[src/rtl/hci_core_r_credit_buffer.sv]
// rtl/hci_core_r_credit_buffer.sv - credit-reserved in-order response buffer for an HCI-Core initiator port (optional HCI_R_CREDIT_BUFFER_BYPASS_EN)
module hci_core_r_credit_buffer #(
    parameter int DW    = 64,
    parameter int AW    = 32,
    parameter int DEPTH = 4,
    localparam int CNT_W = $clog2(DEPTH) + 1
) (
    input  logic              clk_i,
    input  logic              rst_ni,
    input  logic              clear_i,
    input  logic              enable_i,
    // source-side request / response channel
    input  logic              tgt_req,
    output logic              tgt_gnt,
    input  logic [AW-1:0]     tgt_add,
    input  logic              tgt_wen,
    input  logic [DW/8-1:0]   tgt_be,
    input  logic [DW-1:0]     tgt_data,
    output logic [DW-1:0]     tgt_r_data,
    output logic              tgt_r_valid,
    input  logic              tgt_r_ready,
    // memory-side request / response channel
    output logic              ini_req,
    input  logic              ini_gnt,
    output logic [AW-1:0]     ini_add,
    output logic              ini_wen,
    output logic [DW/8-1:0]   ini_be,
    output logic [DW-1:0]     ini_data,
    input  logic [DW-1:0]     ini_r_data,
    input  logic              ini_r_valid,
    output logic              ini_r_ready,
    // status
    output logic [CNT_W-1:0]  credits_o,
    output logic              err_o
);

    localparam int PW = $clog2(DEPTH);
    localparam logic [CNT_W-1:0] DEPTH_C = CNT_W'(DEPTH);

    logic [CNT_W-1:0] reserved_q, reserved_d;
    logic [CNT_W-1:0] stored_q, stored_d;
    logic [PW-1:0]    wr_ptr_q, wr_ptr_d;
    logic [PW-1:0]    rd_ptr_q, rd_ptr_d;
    logic             err_q, err_d;
    logic [DW-1:0]    mem_q [DEPTH];

    logic fifo_empty;
    logic has_credit;
    logic bypass;
    logic push;
    logic pop_fifo;
    logic resp_take;
    logic avail;
    logic issue;

    // Response path: credit check, optional zero-latency bypass, FIFO push/pop decode
    always_comb begin
        fifo_empty = (stored_q == '0);
        // a response is legitimate only if some reserved slot is still in flight
        has_credit = (reserved_q > stored_q);
`ifdef HCI_R_CREDIT_BUFFER_BYPASS_EN
        bypass      = fifo_empty & tgt_r_ready & ini_r_valid & has_credit;
        tgt_r_valid = !fifo_empty | bypass;
        tgt_r_data  = bypass ? ini_r_data : mem_q[rd_ptr_q];
`else
        bypass      = 1'b0;
        tgt_r_valid = !fifo_empty;
        tgt_r_data  = mem_q[rd_ptr_q];
`endif
        push      = ini_r_valid & has_credit & ~bypass;
        pop_fifo  = !fifo_empty & tgt_r_ready;
        resp_take = tgt_r_valid & tgt_r_ready;
    end

    // Request path: a slot being released this cycle may be re-granted immediately
    always_comb begin
        avail   = enable_i & ((reserved_q < DEPTH_C) | resp_take);
        ini_req = tgt_req & avail;
        tgt_gnt = ini_gnt & avail;
        issue   = ini_req & ini_gnt;
        ini_add     = tgt_add;
        ini_wen     = tgt_wen;
        ini_be      = tgt_be;
        ini_data    = tgt_data;
        ini_r_ready = 1'b1;
    end

    // Next-state for credits, occupancy, pointers and the sticky error
    always_comb begin
        reserved_d = reserved_q + CNT_W'(issue) - CNT_W'(resp_take);
        stored_d   = stored_q + CNT_W'(push) - CNT_W'(pop_fifo);
        wr_ptr_d   = push     ? wr_ptr_q + PW'(1) : wr_ptr_q;
        rd_ptr_d   = pop_fifo ? rd_ptr_q + PW'(1) : rd_ptr_q;
        err_d      = err_q | (ini_r_valid & ~has_credit);
        if (clear_i) begin
            reserved_d = '0;
            stored_d   = '0;
            wr_ptr_d   = '0;
            rd_ptr_d   = '0;
            err_d      = 1'b0;
        end
    end

    // Control state registers
    always_ff @(posedge clk_i or negedge rst_ni) begin
        if (!rst_ni) begin
            reserved_q <= '0;
            stored_q   <= '0;
            wr_ptr_q   <= '0;
            rd_ptr_q   <= '0;
            err_q      <= 1'b0;
        end else begin
            reserved_q <= reserved_d;
            stored_q   <= stored_d;
            wr_ptr_q   <= wr_ptr_d;
            rd_ptr_q   <= rd_ptr_d;
            err_q      <= err_d;
        end
    end

    // Response storage; contents are qualified by stored_q so no reset is needed
    always_ff @(posedge clk_i) begin
        if (push) begin
            mem_q[wr_ptr_q] <= ini_r_data;
        end
    end

    assign credits_o = reserved_q;
    assign err_o     = err_q;

endmodule
[config.mk]
export PLATFORM = sky130hd
export DESIGN_NAME = hci_core_r_credit_buffer
export DESIGN_NICKNAME = d
export VERILOG_FILES = /design/src/rtl/hci_core_r_credit_buffer.sv
export SDC_FILE = /design/constraint.sdc
export NUM_CORES = 1
export LEC_CHECK = 0
export CAP_MARGIN = 5
export CELL_PAD_IN_SITES_DETAIL_PLACEMENT = 1
export CELL_PAD_IN_SITES_GLOBAL_PLACEMENT = 2
export CORE_MARGIN = 2
export CORE_UTILIZATION = 30
export DETAILED_ROUTE_END_ITERATION = 8
export GPL_TIMING_DRIVEN = 0
export PLACE_DENSITY_LB_ADDON = 0.25
export RECOVER_POWER = 50
export SYNTH_ARGS = -nofsm -noshare
export SYNTH_HDL_FRONTEND = slang
export SYNTH_SLANG_ARGS = --single-unit
[constraint.sdc]
create_clock -name clk_i -period 3.1 [get_ports clk_i]
set_input_delay 0.93 -clock clk_i [delete_from_list [all_inputs] [get_ports clk_i]]
set_output_delay 0.93 -clock clk_i [all_outputs]
set_load 0.005 [all_outputs]
Word level (Yosys, flattened, before mapping)
Memory sizes are Yosys's and may differ from the RTL's.
Cells that the tools add are included.
- add/sub/neg operators: 6
- order comparisons: 2
- mux-type cells: 9
- bitwise gates (word level): 10
- reduce and logical (&&, ||, !) cells: 4
- operators by type and width (kind ; count):
    2-to-1 mux 2 bit ; 4
    AND 1 bit ; 7
    adder 3 x 1 -> 3 bit ; 2
    2-to-1 mux 3 bit ; 2
    subtractor 3 x 1 -> 3 bit ; 2
    adder 2 x 1 -> 2 bit (second input constant) ; 2
    nonzero test 2 bit ; 2
    > comparator 3 bit ; 1
    zero test 3 bit ; 1
    < comparator 3 bit (second input constant) ; 1
    2-to-1 mux 1 bit ; 3
    OR 1 bit ; 2
    zero test 1 bit ; 1
    NOT 1 bit ; 1
- bits in registers: 11
- RAM bits: 256
- word-level logic and storage cells: 37
- memories kept: 1
- memories (memory ; depth ; width ; rd ports ; clocked after Yosys merged registers in ; wr ports ; line ; source):
    mem_q ; 4 ; 64 ; 1 ; 0 ; 1 ; 45 ; logic [DW-1:0] mem_q [DEPTH];

Logic depth before layout (Yosys ltp)
- word-level depth: 10
- gate-level depth with buffers: 14

Worst setup path before layout
No wires, ideal clock.
- kind: flip-flop to flip-flop
- from: register stored_q[1]
- to: memory mem_q[2][0], enable pin
- arrival: 2.809 ns
- data required time: 2.671 ns
- slack: -0.138 ns
- cell stages (with the launch flop): 7
- cell sequence: dfrtp_1 -> inv_1 -> ha_1 -> nand3_1 -> o21ai_0 -> nor3b_2 -> and2_1
- word-level cells in the longest chain between the ends: 4
- ends and longest elaborated chain (item ; line ; source):
    start, declared ; 41 ; logic [CNT_W-1:0] stored_q, stored_d;
    start signal, assigned ; 114 ; stored_q <= stored_d;
    > comparator 3 bit ; 60 ; has_credit = (reserved_q > stored_q);
    AND 1 bit ; 70 ; push = ini_r_valid & has_credit & ~bypass;
    2-to-1 mux 1 bit ; 123 ; if (push) begin
    2-to-1 mux 1 bit (implied by the code) ; 124 ; mem_q[wr_ptr_q] <= ini_r_data;
    end, declared ; 45 ;
No other way between the ends.

Worst setup path in the final report
- from: input tgt_r_ready
- to: output ini_req
- word-level cells in the longest chain between the ends: 4
- ends and longest elaborated chain (item ; line ; source):
    start, declared ; 21 ; input logic tgt_r_ready,
    AND 1 bit ; 72 ; resp_take = tgt_r_valid & tgt_r_ready;
    OR 1 bit ; 77 ; avail = enable_i & ((reserved_q < DEPTH_C) | resp_take);
    AND 1 bit ; 77 ;
    AND 1 bit ; 78 ; ini_req = tgt_req & avail;
    end, declared ; 23 ; output logic ini_req,
No other way between the ends.

==> impl_metrics.tcl <==
set metrics [dict create \
    drt-initial-drc-count 226 \
    cp-end-kind "output port" \
    avgSynthCellArea_um2 20.91 \
    clk_latency_ns 0.54 \
    finalWirelength_mm 25.19 \
    yosys.area_share.adder 0.01650 \
    die-area_um2 37430 \
    setup_ws_ns 0.07347 \
    crit_type "input pin to output port" \
    clockRootBuffer "clkbuf_16" \
    start_util 0.3035 \
    swShare 0.2599 \
    globalRouteOverflowTotal 0 \
    hold_path_depth 2 \
    ys_ff_latch 267 \
    fin_worst_skew_ns 0.006042 \
    dp_hpwl_mm 17.10 \
    synthDistinctLibCells 28 \
    cts.clk_slew.worst_paths_ns 0.06 \
    worst_pin_slew_ns 0.5965 \
    cp_slowest_stage_delay_ns 0.46 \
    yosys.area_share.simple 0.01208 \
    cts_sinks 267 \
    post-route-min-period_ns 3.027 \
    hold_path_class "register to register" \
    cts_tree "done" \
    power.share.clock 0.282 \
    path_delay_family "buffers and inverters" \
    netlist_area_um2 10770 \
    comb_power_share 0.301 \
    crit_slowest_cell "clkdlybuf4s50_1" \
    antenna_found_initial 6 \
    design_area_um2 14890 \
    slew_headroom 0.6011 \
    die_y_um 193.5 \
    dp_slack_ns -0.3483 \
    ant_nets 0 \
    drt_first_pass_iters 4 \
    wl_per_cell_um 19.36 \
    htree_levels 1 \
    setup_viol 0 \
    final_common_cell "edfxtp_1" \
    ctsLongestPathBuffers 3 \
    placement_rows 69 \
    grt.total_usage 0.1327 \
    reg2regPathDepth 8 \
    cap_violations 0 \
    crit_fanout 2 \
    power_frac_seq 0.417 \
    slew_viol_final 0 \
    arrival_ns 2.10 \
    die_w_um 193.5 \
    synth_xor_area_frac 0.004879 \
    placed_area_um2 13910 \
    critPathBufInv 2 \
    outcome "complete, no violations" \
    path_cells "clkdlybuf4s50_1, o31a_1, nand2b_4, and3_1, clkdlybuf4s15_1" \
    syn_nets 705 \
    num_vias 5729 \
    final_cell_mix "256 x edfxtp_1, 125 x buf_4, 115 x clkdlybuf4s50_1" \
    syn-instance-count 515 \
    max_freq_ghz 0.3304 \
    async_reset_ff_frac 0.04120 \
    drc 0 \
    finalNetCount 1003 \
    grt_pass1_wl_mm 38.56 \
    required_ns 2.17 \
    numPortBuffers 247 \
    gp_congestion 0.7429 \
    path_depth 5 \
    grt_pass1_vias 6425 \
    vdd_drop_max_mv 0.5040 \
    grt_max_degree 34 \
    io_pins 354 \
    synthMuxAreaShare 0.1358 \
    ys_warn_count 0 \
    p_sw_w 0.002939 \
    vias_per_cell 4.404 \
    ys_seq_area_frac 0.7393 \
    synth_compound_area_frac 0.002904 \
    cts_made_buffers 28 \
    core-area_um2 35480 \
    fin_crit_sh 0.9763 \
    power_leakage_nw 5.238 \
    p_int_w 0.008367 \
    area_growth_pct 38.22 \
    synth-edff-count 256 \
    synth_ff_type "edfxtp_1" \
    layout-drive-gt1-share 0.3257 \
    synth_top_family_by_area "multiplexers" \
    hold_violations 0 \
    cellPowerDensity_nw_per_um2 759.4 \
    fill_cells 3460 \
    startpoint_type "input pin" \
]
[worst min-delay path, stage by stage, from the launching register on]
cell and delay [ns]:
dfrtp_1 0.38, inv_1 0.06, a21oi_1 0.06
[power by group through the flow]
| stage | registers, W | clock network, W | logic (W) |
|---|---|---|---|
| finish | 0.00472 | 0.00318 | 0.00341 |
| global route | 0.00477 | 0.00342 | 0.00373 |
| CTS | 0.00473 | 0.00329 | 0.00356 |
| detailed placement | 0.00480 | 0 | 0.00369 |
| global placement | 0.00478 | 0 | 0.00359 |
| floorplan | 0.00475 | 0 | 0.00174 |
[sequential cells by signal (all words and copies together) (netlist names)]
name       cells
credits_o      3
err_o          1
mem_q        256
rd_ptr_q       2
stored_q       3
wr_ptr_q       2
[area by class of cell]
class	count	area, um^2	area share
sequential	267	7964	0.5350
clock inverter	19	138.9	0.009329
antenna	5	12.51	0.0008405
multi-input combinational	115	1882	0.1264
inverter	12	45.04	0.003026
clock buffer	33	740.7	0.04976
tap	461	576.8	0.03875
timing repair buffer	268	2530	0.1699
buffer	121	997.2	0.06699
[layer usage]
layer  vias to the layer above  share of wire  track usage
met3                        38          0.065      0.03417
met1                      2934           0.37       0.1472
met5                         -         0.0011            0
li1                       2520              -            -
met4                         4          0.017      0.03082
met2                       233           0.55       0.2524
[stage by stage]
step | hold slack (ns) | std cells | utilization | TNS [ns] | total power, W
after floorplan | 0.5113 | 515 | - | 0 | 0.006484
after global placement | 0.5109 | 1223 | 0.3896 | -185.27 | 0.008374
after detailed placement | 0.5288 | 1227 | 0.3920 | -14.93 | 0.008493
after CTS | 0.5462 | 1293 | 0.4190 | -0.01007 | 0.01158
after global routing | 0.5890 | 1298 | 0.4193 | -0.01151 | 0.01192
final | 0.5485 | 1301 | 0.4195 | 0 | 0.01131
[path summary, 6_finish.rpt]
check	slack (ns)	to	start
setup / recovery	0.07	ini_req	tgt_r_ready
hold / removal	0.55	err_o$_DFF_PN0_	err_o$_DFF_PN0_
setup reg to reg	0.29	mem_q[3][36]$_DFFE_PP_	stored_q[1]$_DFF_PN0_
hold reg to reg	0.55	err_o$_DFF_PN0_	err_o$_DFF_PN0_
max in group asynchronous	1.83	rd_ptr_q[0]$_DFFE_PN0P_	rst_ni
min in group asynchronous	0.84	credits_o[1]$_DFF_PN0_	rst_ni
[cells in the mapped netlist (all sizes together), types with 2 or more instances]
| cell | number | share of area |
|---|---|---|
| and3 | 2 | 0.0012 |
| clkbuf | 2 | 0.00070 |
| and2 | 4 | 0.0023 |
| buf | 119 | 0.083 |
| o21ai | 2 | 0.00093 |
| nand2 | 2 | 0.00070 |
| edfxtp | 256 | 0.71 |
| fa | 2 | 0.0037 |
| ha | 11 | 0.013 |
| dfrtp | 11 | 0.026 |
| nor2 | 8 | 0.0028 |
| nor2b | 2 | 0.0012 |
| mux4 | 64 | 0.13 |
| nand2b | 3 | 0.0017 |
| inv | 12 | 0.0042 |
| xnor2 | 4 | 0.0033 |
| xor2 | 2 | 0.0016 |
[cell families (layout without fill, tap and decap cells)]
logic type / count (synthesis) / count (layout)
flip-flops: 267 / 267
buffers and inverters: 133 / 453
multiplexers: 66 / 66
AND/OR/NAND/NOR: 24 / 24
adder cells (fa/ha/maj): 13 / 13
XOR/XNOR: 6 / 6
AO/OA/AOI/OAI: 5 / 5
other: 1 / 6
[repair_timing]
| item | in CTS | in global routing |
|---|---|---|
| buffers inserted | 14 | 3 |
| resized for setup | 146 | 8 |
| hold buffers | 0 | 0 |
| setup endpoints to repair | 66 | 7 |
| pin swaps | 0 | 1 |
No activity file was read; power rests on OpenSTA's default activity.
